## config.mk

```make
export PLATFORM = sky130hd
export DESIGN_NAME = pipe_ctrl_flat
export DESIGN_NICKNAME = d
export VERILOG_FILES = /design/src/rtl/pipe_ctrl_pkg.sv /design/src/rtl/pipe_ctrl_if.sv /design/src/rtl/pipe_ctrl_hazard_detect.sv /design/src/rtl/pipe_ctrl.sv /design/src/flat_wrapper.sv
export SDC_FILE = /design/constraint.sdc
export NUM_CORES = 1
export LEC_CHECK = 0
export BUFFER_PORTS_ARGS = -buffer_cell sky130_fd_sc_hd__buf_2
export CAP_MARGIN = 0
export CORE_AREA = 2 2 41 43
export CTS_CLUSTER_SIZE = 24
export DETAILED_ROUTE_END_ITERATION = 8
export DIE_AREA = 0 0 43 45
export PLACE_DENSITY = 0.81
export RECOVER_POWER = 25
export SLEW_MARGIN = 20
export SYNTH_ARGS = -nofsm -noshare
export SYNTH_HDL_FRONTEND = slang
export SYNTH_SLANG_ARGS = --single-unit
```

## constraint.sdc

```tcl
create_clock -name clk -period 2 [get_ports clk]
set_input_delay 0.2 -clock clk [delete_from_list [all_inputs] [get_ports clk]]
set_output_delay 0.2 -clock clk [all_outputs]
set_load 0.01 [all_outputs]
```

## src/rtl/pipe_ctrl_pkg.sv

```systemverilog
// pipe_ctrl shared types: opcode/mem-op codes, FSM states.
// Bus widths and the load-code helper used by the sequencer.
package pipe_ctrl_pkg;

   localparam int INSTR_W   = 32;
   localparam int MEM_OP_W  = 4;
   localparam int REG_IDX_W = 5;
   localparam int WORD_W    = 32;

   localparam logic [6:0] OPC_LUI    = 7'b0110111;
   localparam logic [6:0] OPC_AUIPC  = 7'b0010111;
   localparam logic [6:0] OPC_JAL    = 7'b1101111;
   localparam logic [6:0] OPC_OP     = 7'b0110011;
   localparam logic [6:0] OPC_STORE  = 7'b0100011;
   localparam logic [6:0] OPC_BRANCH = 7'b1100011;
   localparam logic [6:0] OPC_OP_IMM = 7'b0010011;
   localparam logic [6:0] OPC_LOAD   = 7'b0000011;

   localparam logic [MEM_OP_W-1:0] MEM_NONE = 4'd0;
   localparam logic [MEM_OP_W-1:0] MEM_LB   = 4'd1;
   localparam logic [MEM_OP_W-1:0] MEM_LH   = 4'd2;
   localparam logic [MEM_OP_W-1:0] MEM_LW   = 4'd3;
   localparam logic [MEM_OP_W-1:0] MEM_LBU  = 4'd4;
   localparam logic [MEM_OP_W-1:0] MEM_LHU  = 4'd5;
   localparam logic [MEM_OP_W-1:0] MEM_SB   = 4'd6;
   localparam logic [MEM_OP_W-1:0] MEM_SH   = 4'd7;
   localparam logic [MEM_OP_W-1:0] MEM_SW   = 4'd8;

   localparam int PIPE_ST_W = 2;

   typedef enum logic [PIPE_ST_W-1:0] {
      PIPE_ST_HOLD  = 2'd0,
      PIPE_ST_RUN   = 2'd1,
      PIPE_ST_FLUSH = 2'd2
   } pipe_st_e;

   function automatic logic is_load(
      input logic [MEM_OP_W-1:0] op
   );
      return op inside {MEM_LB, MEM_LH, MEM_LW,
                        MEM_LBU, MEM_LHU};
   endfunction

endpackage

```

## src/rtl/pipe_ctrl_if.sv

```systemverilog
// pipe_ctrl bus: pipeline hazard inputs and stage controls.
// Stats counters exist only with PIPE_CTRL_STATS_EN.
interface pipe_ctrl_if;
   import pipe_ctrl_pkg::*;

   logic [INSTR_W-1:0]   i_id_instr;
   logic [MEM_OP_W-1:0]  i_ex_mem_op;
   logic [REG_IDX_W-1:0] i_ex_dest_reg;
   logic                 i_ex_redirect;
   logic                 i_mem_busy;
   logic                 o_if_stall;
   logic                 o_id_stall;
   logic                 o_id_clr;
   logic                 o_ex_clr;
   logic                 o_ex_stall;
   logic                 o_rf_aresetn;
`ifdef PIPE_CTRL_STATS_EN
   logic [WORD_W-1:0]    o_stall_cnt;
   logic [WORD_W-1:0]    o_flush_cnt;

   modport master (
      input  i_id_instr, i_ex_mem_op, i_ex_dest_reg,
      input  i_ex_redirect, i_mem_busy,
      output o_if_stall, o_id_stall, o_id_clr,
      output o_ex_clr, o_ex_stall, o_rf_aresetn,
      output o_stall_cnt, o_flush_cnt
   );
   modport slave (
      output i_id_instr, i_ex_mem_op, i_ex_dest_reg,
      output i_ex_redirect, i_mem_busy,
      input  o_if_stall, o_id_stall, o_id_clr,
      input  o_ex_clr, o_ex_stall, o_rf_aresetn,
      input  o_stall_cnt, o_flush_cnt
   );
`else
   modport master (
      input  i_id_instr, i_ex_mem_op, i_ex_dest_reg,
      input  i_ex_redirect, i_mem_busy,
      output o_if_stall, o_id_stall, o_id_clr,
      output o_ex_clr, o_ex_stall, o_rf_aresetn
   );
   modport slave (
      output i_id_instr, i_ex_mem_op, i_ex_dest_reg,
      output i_ex_redirect, i_mem_busy,
      input  o_if_stall, o_id_stall, o_id_clr,
      input  o_ex_clr, o_ex_stall, o_rf_aresetn
   );
`endif

endinterface

```

## src/rtl/pipe_ctrl_hazard_detect.sv

```systemverilog
// Load-use detector: decodes rs1/rs2 usage of the ID
// instruction and matches it against a load in EX.
module pipe_ctrl_hazard_detect
   import pipe_ctrl_pkg::*;
(
   input  logic [INSTR_W-1:0]   instr_i,
   input  logic [MEM_OP_W-1:0]  mem_op_i,
   input  logic [REG_IDX_W-1:0] dest_i,
   output logic                 load_use_o
);

   logic [6:0]           opc;
   logic [REG_IDX_W-1:0] rs1;
   logic [REG_IDX_W-1:0] rs2;
   logic                 use_rs1;
   logic                 use_rs2;
   logic                 unused_bits;

   assign opc = instr_i[6:0];
   assign rs1 = instr_i[19:15];
   assign rs2 = instr_i[24:20];
   assign unused_bits = ^{instr_i[31:25], instr_i[14:7]};

   // source-register usage by opcode class
   always_comb begin
      use_rs1 = 1'b1;
      use_rs2 = 1'b0;
      case (opc)
         OPC_LUI, OPC_AUIPC, OPC_JAL: use_rs1 = 1'b0;
         OPC_OP, OPC_STORE, OPC_BRANCH: use_rs2 = 1'b1;
         default: ;
      endcase
   end

   // x0 is never a real dependency
   assign load_use_o = is_load(mem_op_i)
                     && (dest_i != '0)
                     && ((use_rs1 && rs1 == dest_i)
                      || (use_rs2 && rs2 == dest_i));

endmodule

```

## src/rtl/pipe_ctrl.sv

```systemverilog
// Front-end pipeline sequencer: bring-up, interlock, freeze, flush.
// Optional stats counters enabled by define PIPE_CTRL_STATS_EN.
module pipe_ctrl
   import pipe_ctrl_pkg::*;
#(
   parameter int RESET_CYCLES = 5,
   parameter int FLUSH_CYCLES = 1
) (
   input logic         clk,
   input logic         aresetn,
   pipe_ctrl_if.master bus
);

   localparam int CNT_MAX = (RESET_CYCLES > FLUSH_CYCLES)
                          ? RESET_CYCLES : FLUSH_CYCLES;
   localparam int CNT_W = $clog2(CNT_MAX + 1);
   localparam logic [CNT_W-1:0] RST_LAST = CNT_W'(RESET_CYCLES - 1);
   localparam logic [CNT_W-1:0] FL_LAST  = CNT_W'(FLUSH_CYCLES - 1);
   localparam logic [CNT_W-1:0] CNT_ONE  = CNT_W'(1);

   pipe_st_e         state_q, state_d;
   logic [CNT_W-1:0] cnt_q, cnt_d;
   logic             pend_q, pend_d;
   logic             rf_q, rf_d;
   logic             load_use;
   logic             redir;
   logic             busy;
   logic             if_stall, id_stall, id_clr;
   logic             ex_clr, ex_stall;

   assign busy  = bus.i_mem_busy;
   assign redir = bus.i_ex_redirect | pend_q;

   pipe_ctrl_hazard_detect u_hazard_detect (
      .instr_i    (bus.i_id_instr),
      .mem_op_i   (bus.i_ex_mem_op),
      .dest_i     (bus.i_ex_dest_reg),
      .load_use_o (load_use)
   );

   // state, counter, pending redirect and rf reset registers
   always_ff @(posedge clk or negedge aresetn) begin
      if (!aresetn) begin
         state_q <= PIPE_ST_HOLD;
         cnt_q   <= '0;
         pend_q  <= 1'b0;
         rf_q    <= 1'b0;
      end else begin
         state_q <= state_d;
         cnt_q   <= cnt_d;
         pend_q  <= pend_d;
         rf_q    <= rf_d;
      end
   end

   // next state; a busy cycle defers any redirect into pend
   always_comb begin
      state_d = state_q;
      cnt_d   = cnt_q;
      pend_d  = pend_q;
      rf_d    = rf_q;
      unique case (state_q)
         PIPE_ST_HOLD: begin
            pend_d = 1'b0;
            if (cnt_q == RST_LAST) begin
               state_d = PIPE_ST_RUN;
               cnt_d   = '0;
               rf_d    = 1'b1;
            end else begin
               cnt_d = cnt_q + CNT_ONE;
            end
         end
         PIPE_ST_RUN: begin
            if (busy) begin
               pend_d = pend_q | bus.i_ex_redirect;
            end else if (redir) begin
               pend_d = 1'b0;
               if (FLUSH_CYCLES > 1) begin
                  state_d = PIPE_ST_FLUSH;
                  cnt_d   = CNT_ONE;
               end
            end
         end
         PIPE_ST_FLUSH: begin
            if (busy) begin
               pend_d = pend_q | bus.i_ex_redirect;
            end else if (redir) begin
               pend_d = 1'b0;
               cnt_d  = CNT_ONE;
            end else if (cnt_q == FL_LAST) begin
               state_d = PIPE_ST_RUN;
               cnt_d   = '0;
            end else begin
               cnt_d = cnt_q + CNT_ONE;
            end
         end
         default: state_d = PIPE_ST_HOLD;
      endcase
   end

   // stage controls; clr and id_stall are never both set
   always_comb begin
      if_stall = 1'b0;
      id_stall = 1'b0;
      id_clr   = 1'b0;
      ex_clr   = 1'b0;
      ex_stall = 1'b0;
      unique case (state_q)
         PIPE_ST_HOLD: begin
            if_stall = 1'b1;
            id_clr   = 1'b1;
            ex_clr   = 1'b1;
         end
         PIPE_ST_RUN: begin
            if (busy) begin
               if_stall = 1'b1;
               id_stall = 1'b1;
               ex_stall = 1'b1;
            end else if (redir) begin
               id_clr = 1'b1;
               ex_clr = 1'b1;
            end else if (load_use) begin
               if_stall = 1'b1;
               id_stall = 1'b1;
               ex_clr   = 1'b1;
            end
         end
         PIPE_ST_FLUSH: begin
            id_clr = 1'b1;
            ex_clr = 1'b1;
            if (busy) begin
               if_stall = 1'b1;
               ex_stall = 1'b1;
            end
         end
         default: ;
      endcase
   end

   assign bus.o_if_stall   = if_stall;
   assign bus.o_id_stall   = id_stall;
   assign bus.o_id_clr     = id_clr;
   assign bus.o_ex_clr     = ex_clr;
   assign bus.o_ex_stall   = ex_stall;
   assign bus.o_rf_aresetn = rf_q;

`ifdef PIPE_CTRL_STATS_EN
   logic [WORD_W-1:0] stall_cnt_q, stall_cnt_d;
   logic [WORD_W-1:0] flush_cnt_q, flush_cnt_d;
   logic              lu_fire;
   logic              fl_fire;

   assign lu_fire = (state_q == PIPE_ST_RUN) && !busy
                 && !redir && load_use;
   assign fl_fire = (state_q != PIPE_ST_HOLD) && id_clr;

   // saturating event counters
   always_comb begin
      stall_cnt_d = stall_cnt_q;
      flush_cnt_d = flush_cnt_q;
      if (lu_fire && stall_cnt_q != '1)
         stall_cnt_d = stall_cnt_q + 1'b1;
      if (fl_fire && flush_cnt_q != '1)
         flush_cnt_d = flush_cnt_q + 1'b1;
   end

   // counter registers
   always_ff @(posedge clk or negedge aresetn) begin
      if (!aresetn) begin
         stall_cnt_q <= '0;
         flush_cnt_q <= '0;
      end else begin
         stall_cnt_q <= stall_cnt_d;
         flush_cnt_q <= flush_cnt_d;
      end
   end

   assign bus.o_stall_cnt = stall_cnt_q;
   assign bus.o_flush_cnt = flush_cnt_q;
`endif

endmodule

```

## src/flat_wrapper.sv

```systemverilog
// flat-port wrapper written by rule: the top's interface ports become plain ports
module pipe_ctrl_flat import pipe_ctrl_pkg::*;
#(
   parameter int RESET_CYCLES = 5,
   parameter int FLUSH_CYCLES = 1
)
  (clk, aresetn, bus_i_id_instr, bus_i_ex_mem_op, bus_i_ex_dest_reg, bus_i_ex_redirect, bus_i_mem_busy, bus_o_if_stall, bus_o_id_stall, bus_o_id_clr, bus_o_ex_clr, bus_o_ex_stall, bus_o_rf_aresetn);
  pipe_ctrl_if bus_i ();
  input logic clk;
  input logic aresetn;
  input wire logic [$bits(bus_i.i_id_instr)-1:0] bus_i_id_instr;
  input wire logic [$bits(bus_i.i_ex_mem_op)-1:0] bus_i_ex_mem_op;
  input wire logic [$bits(bus_i.i_ex_dest_reg)-1:0] bus_i_ex_dest_reg;
  input wire logic [$bits(bus_i.i_ex_redirect)-1:0] bus_i_ex_redirect;
  input wire logic [$bits(bus_i.i_mem_busy)-1:0] bus_i_mem_busy;
  output wire logic [$bits(bus_i.o_if_stall)-1:0] bus_o_if_stall;
  output wire logic [$bits(bus_i.o_id_stall)-1:0] bus_o_id_stall;
  output wire logic [$bits(bus_i.o_id_clr)-1:0] bus_o_id_clr;
  output wire logic [$bits(bus_i.o_ex_clr)-1:0] bus_o_ex_clr;
  output wire logic [$bits(bus_i.o_ex_stall)-1:0] bus_o_ex_stall;
  output wire logic [$bits(bus_i.o_rf_aresetn)-1:0] bus_o_rf_aresetn;
  assign bus_i.i_id_instr = bus_i_id_instr;
  assign bus_i.i_ex_mem_op = bus_i_ex_mem_op;
  assign bus_i.i_ex_dest_reg = bus_i_ex_dest_reg;
  assign bus_i.i_ex_redirect = bus_i_ex_redirect;
  assign bus_i.i_mem_busy = bus_i_mem_busy;
  assign bus_o_if_stall = bus_i.o_if_stall;
  assign bus_o_id_stall = bus_i.o_id_stall;
  assign bus_o_id_clr = bus_i.o_id_clr;
  assign bus_o_ex_clr = bus_i.o_ex_clr;
  assign bus_o_ex_stall = bus_i.o_ex_stall;
  assign bus_o_rf_aresetn = bus_i.o_rf_aresetn;
  pipe_ctrl #(.RESET_CYCLES(RESET_CYCLES), .FLUSH_CYCLES(FLUSH_CYCLES)) u_core (.clk(clk), .aresetn(aresetn), .bus(bus_i));
endmodule
```

=== After elaboration in Yosys (flattened, before gate mapping) ===
Index checks and enable logic that the tools add are counted.

* Flip-flop bits (word level): 7
* Input port bits: 45
* Output and inout bits: 6
* Logic and storage cells: 75

* Add/subtract/negate cells: 1
* Eq/ne operators: 21
* Multiplexer cells: 28
* Bitwise logic cells: 2
* Reductions and logical operators: 19

{| class="wikitable"
|+ Operators with widths
! cell !! count
|-
| $eq A7 B6 Y1 const B || 3
|-
| $eq A7 B7 Y1 const B || 2
|-
| $mux W1 || 14
|-
| $mux W3 || 4
|-
| $eq A5 B5 Y1 || 2
|-
| $reduce_bool A5 Y1 || 2
|-
| $eq A4 B2 Y1 const B || 2
|-
| $eq A4 B3 Y1 const B || 2
|-
| $mux W2 || 4
|-
| $eq A7 B5 Y1 const B || 1
|-
| $pmux W1 S2 || 3
|-
| $pmux W2 S3 || 1
|-
| $pmux W3 S2 || 1
|-
| $reduce_and A2 Y1 || 3
|-
| $reduce_or A3 Y1 || 2
|-
| $reduce_and A5 Y1 || 1
|-
| $eq A4 B1 Y1 const B || 1
|-
| $logic_and A1 B1 Y1 || 4
|-
| $ne A2 B1 Y1 const B || 2
|-
| $ne A2 B2 Y1 const B || 2
|-
| $reduce_bool A2 Y1 || 2
|-
| $reduce_or A2 Y1 || 2
|-
| $add A3 B1 Y3 const B || 1
|-
| $eq A3 B3 Y1 const B || 1
|-
| 9 further kinds || 9
|}

=== Depth between registers and ports, before layout ===
* Word-level depth: 10
* Gate-level depth with buffers: 5
* Mapped depth without buffers: 5

=== Hierarchy ===
Synthesis repeated with hierarchy kept, for this count alone.

* Cells, all modules: 56
* Area total of the unflattened synthesis: 498.0 µm²

{| class="wikitable"
|+ By module, submodules not included
! module !! times used !! cells an instance !! area each (µm²) !! sequential area each (µm²)
|-
| pipe_ctrl || 1 || 31 || 315.3 || 150.1
|-
| pipe_ctrl_hazard_detect || 1 || 25 || 182.7 || 0.0
|}

=== Least setup slack after synthesis ===
No wires, ideal clock.

* Path type: input-to-output
* Start: input port bus_i_id_instr[3]
* End: output port bus_o_if_stall
* Data arrival time: 1.123 ns
* Required time: 1.800 ns
* Slack: 0.677 ns
* Stages on the path: 5
* Path buffers: 0
* Cells stage by stage: nor3b_2 -> nand4_1 -> nor4_2 -> o21ai_2 -> o311ai_2

* Word-level cells in the longest chain between the ends: 10
* Elaborated cells between the ends (all ways): 18
* Those cells by class: eq/ne (6); mux (6); reduce/logical (6)

{| class="wikitable"
|+ Ends and longest elaborated chain
! item !! line !! RTL
|-
| start: declaration || flat_wrapper.sv:11 || <nowiki>input wire logic [$bits(bus_i.i_id_instr)-1:0] bus_i_id_instr;</nowiki>
|-
| $eq A7 B6 Y1, or another cell as far along || pipe_ctrl_hazard_detect.sv:28 || <nowiki>case (opc)</nowiki>
|-
| $reduce_or A3 Y1 || pipe_ctrl_hazard_detect.sv:28 ||
|-
| $mux W1 || pipe_ctrl_hazard_detect.sv:28 ||
|-
| $logic_and A1 B1 Y1 (on tied branches) || pipe_ctrl_hazard_detect.sv:38, pipe_ctrl_hazard_detect.sv:39 ||
|-
| $logic_or A1 B1 Y1 * || pipe_ctrl_hazard_detect.sv:39 || <nowiki>|| (use_rs2 && rs2 == dest_i));</nowiki>
|-
| $logic_and A1 B1 Y1 * || pipe_ctrl_hazard_detect.sv:38 || <nowiki>&& ((use_rs1 && rs1 == dest_i)</nowiki>
|-
| $mux W1 * || pipe_ctrl.sv:122 || <nowiki>end else if (load_use) begin</nowiki>
|-
| $mux W1 * || pipe_ctrl.sv:119 || <nowiki>end else if (redir) begin</nowiki>
|-
| $mux W1 * || pipe_ctrl.sv:115 || <nowiki>if (busy) begin</nowiki>
|-
| $pmux W1 S3 * || pipe_ctrl.sv:108 || <nowiki>unique case (state_q)</nowiki>
|-
| end: declaration || flat_wrapper.sv:16 || <nowiki>output wire logic [$bits(bus_i.o_if_stall)-1:0] bus_o_if_stall;</nowiki>
|}

Mark *: on every way between the ends. The rest lies on a longest branch, timed or not.

=== Worst setup path in the final report ===
Ends and elaborated chain as after synthesis.

==> impl_metrics.ini <==
[outcome]
status = finished, final reports clean

[timing]
fin_crit_sh_pct = 83.66
max_slew_margin_pct = 68.93
setup_violations = 0
rsz0062_at_grt = no
fmax_ghz = 0.5977
hold_viol = 0
slew_violations = 0
fin_hold_ws_ns = 0.2929
fin_tns_setup_ns = 0
finClkSkew_ns = 0.002225
fin_crit_ns = 1.673
worstMarginPinSlew_ns = 0.4612

[placed_design]
io_buffers = 35
gp_congestion = 0.6976
hpwl_mm = 1.034
placed_area_um2 = 691.9

[die]
io_pins = 51
die-area_um2 = 1935
coreArea_um2 = 1471
die_h_um = 45
row_count = 14
initial_core_util_pct = 33.76
die_x_um = 43

[setup_path]
critical_path_required_ns = 1.80
cp-start-kind = primary input
path_delay_family = simple AND/OR/NAND/NOR gates
worst-path-stages = 7
crit_chain = buf_2 -> nor3b_2 -> nand4_1 -> nor4_2 -> o21ai_2 -> o311ai_2 -> buf_2
crit_path_top_delay_cell = nor4_2
reg2regPathDepth = 5
cp.buffers_inverters = 2
max_stage_delay_ns = 0.29
arrival_ns = 1.47
cp-end-kind = output pin
critPathMaxFanout = 3
cpMostUsedCell = buf_2
critPathKind = in -> out

[detailed_routing]
drt_wl_total_mm = 1.173
dr.pass1.iters = 4
wl_per_cell_um = 10.57
initialDrtViolationCount = 3
vias = 546
viasPerCell = 4.919
drc = 0
route.antenna.remaining_nets = 0

[global_routing]
grt_pass1_vias = 561
grt_max_degree = 9
grt.overflow.total = 0
antenna_found_initial = 0
grt_pass1_wl_mm = 2.132
grtUsageTotal_pct = 15.22

[logic_synthesis]
ys_top_cells_by_area = dfrtp_1 (30%), xor2_1 (12%), xnor2_1 (5.3%), ha_1 (5.0%), o21ai_0 (5.0%)
synth_fp_nets = 103
synth.ff_latch_count = 6
seq_area_frac_synth_pct = 30.23
synth_area_um2 = 496.7
synth_edf_count = 0
synth_top_cell_by_area = dfrtp_1
yosysTopAreaCellShare_pct = 30.23
ys_types = 23
synthFlopType = dfrtp_1
ys_async_sr_fraction_pct = 100.0
yosysWarnings = 0
synthCells = 56
syn_avg_cell_area_um2 = 8.870

[worst_hold_path]
hold_path_class = in -> reg
whs_path_depth = 3

[pwr]
leakage_nw = 0.3453
seq_power_share_pct = 38.6
switching_power_mw = 0.08524
power-per-cell-area_nw_per_um2 = 445.2
pwr-share-comb_pct = 27.2
p_int_mw = 0.2367
ir_worst_vdd_uv = 386.0
swShare_pct = 26.48
finalPower_mw = 0.3220
clkPwrFrac_pct = 34.2

[clocking]
clock_sinks = 6
cts_tree = yes
clock_latency_ns = 0.24
post-cts-setup-buffers = 0
cts_buffers = 3
htree_levels = 1
clockBufferDepth = 2
clockRootBuffer = clkbuf_4
path_clk_slew_ns = 0.04

[finish]
multiInputGateArea_um2 = 331.6
mostFrequentLayoutCells = buf_2 (34), xor2_1 (7), dfrtp_1 (6)
fin_area_um2 = 723.2
layout.area.seq_um2 = 150.1
final_nets = 144
area_growth_pct = 45.59
num_antenna_cells = 0
fill_cells = 155
layout_commonest_cell = buf_2
drive_gt1_share_pct = 44.21

[run]
max-cap-violations = 0
metrics by stage:
step	setup WS, ns	instances	utilization (%)
4_1_cts	0.3168	111	49.23
3_3_place_gp	0.3147	107	47.02
2_1_floorplan	0.6772	56	-
3_5_place_dp	0.3171	107	47.02
6_report	0.3269	111	49.15
5_1_grt	0.1741	111	49.15
what timing repair did:
action                                  CTS  global route
endpoints found under the setup margin    0             0
hold buffers                              1             0
hold endpoints to repair                  6             0
resized for setup                         0             0
tightest hold or removal path, delay by kind of cell:
kind	cells	cell delay (ns)
buf+inv	2	0.22
simple gates	1	0.07
kinds of logic after synthesis:
kind of cell / Yosys count / synth area share [%]
xor+xnor: 10 / 17.63
compound gates: 13 / 20.40
buf+inv: 4 / 3.022
fa+ha+maj: 2 / 5.037
flops: 6 / 30.23
simple gates: 21 / 23.68
worst paths after layout:
check                      slack [ns]                      end                    start
setup / recovery                 0.33           bus_o_if_stall        bus_i_id_instr[3]
hold / removal                   0.29            u_core.pend_q           bus_i_mem_busy
setup reg to reg                 0.90          u_core.cnt_q[1]          u_core.cnt_q[0]
hold reg to reg                  0.47  u_core.bus.o_rf_aresetn  u_core.bus.o_rf_aresetn
max in group asynchronous        1.41        u_core.state_q[0]                  aresetn
min in group asynchronous        0.35          u_core.cnt_q[0]                  aresetn
sequential cells by signal, summed over array words and instances, names as in the netlist:
signal / flops
u_core.cnt_q: 3
u_core.state_q: 1
u_core.pend_q: 1
u_core.bus.o_rf_aresetn: 1
layout make-up:
class,count,share of cell area (%)
tap,16,2.768
sequential,6,20.76
inverter,4,2.076
multi-input combinational,46,45.85
timing repair buffer,36,25.43
clock buffer,3,3.114
power by group through the flow:
stage / sequential (mW) / clock (mW) / combinational [mW]
floorplan: 0.126 / 0 / 0.0375
global placement: 0.126 / 0 / 0.0847
detailed placement: 0.126 / 0 / 0.0871
CTS: 0.124 / 0.115 / 0.0891
global route: 0.124 / 0.131 / 0.0988
finish: 0.124 / 0.110 / 0.0875
synthesized netlist by cell type (all sizes together), types with 2 or more instances:
cell / n
ha: 2
nand2b: 2
nand2: 4
o21bai: 2
nand4: 2
nor3: 3
inv: 4
nor2: 5
o21ai: 6
xor2: 7
dfrtp: 6
xnor2: 3
per-layer routing:
layer  wire (um)  global-route usage, %  vias to the layer above
met5           0                      0                        -
met4          16                  5.455                        0
met3          75                  6.000                        2
met2         607                  29.09                       17
met1         474                  14.89                      250
li1            -                      -                      277
Note: power is estimated with default switching activity, not from simulation.
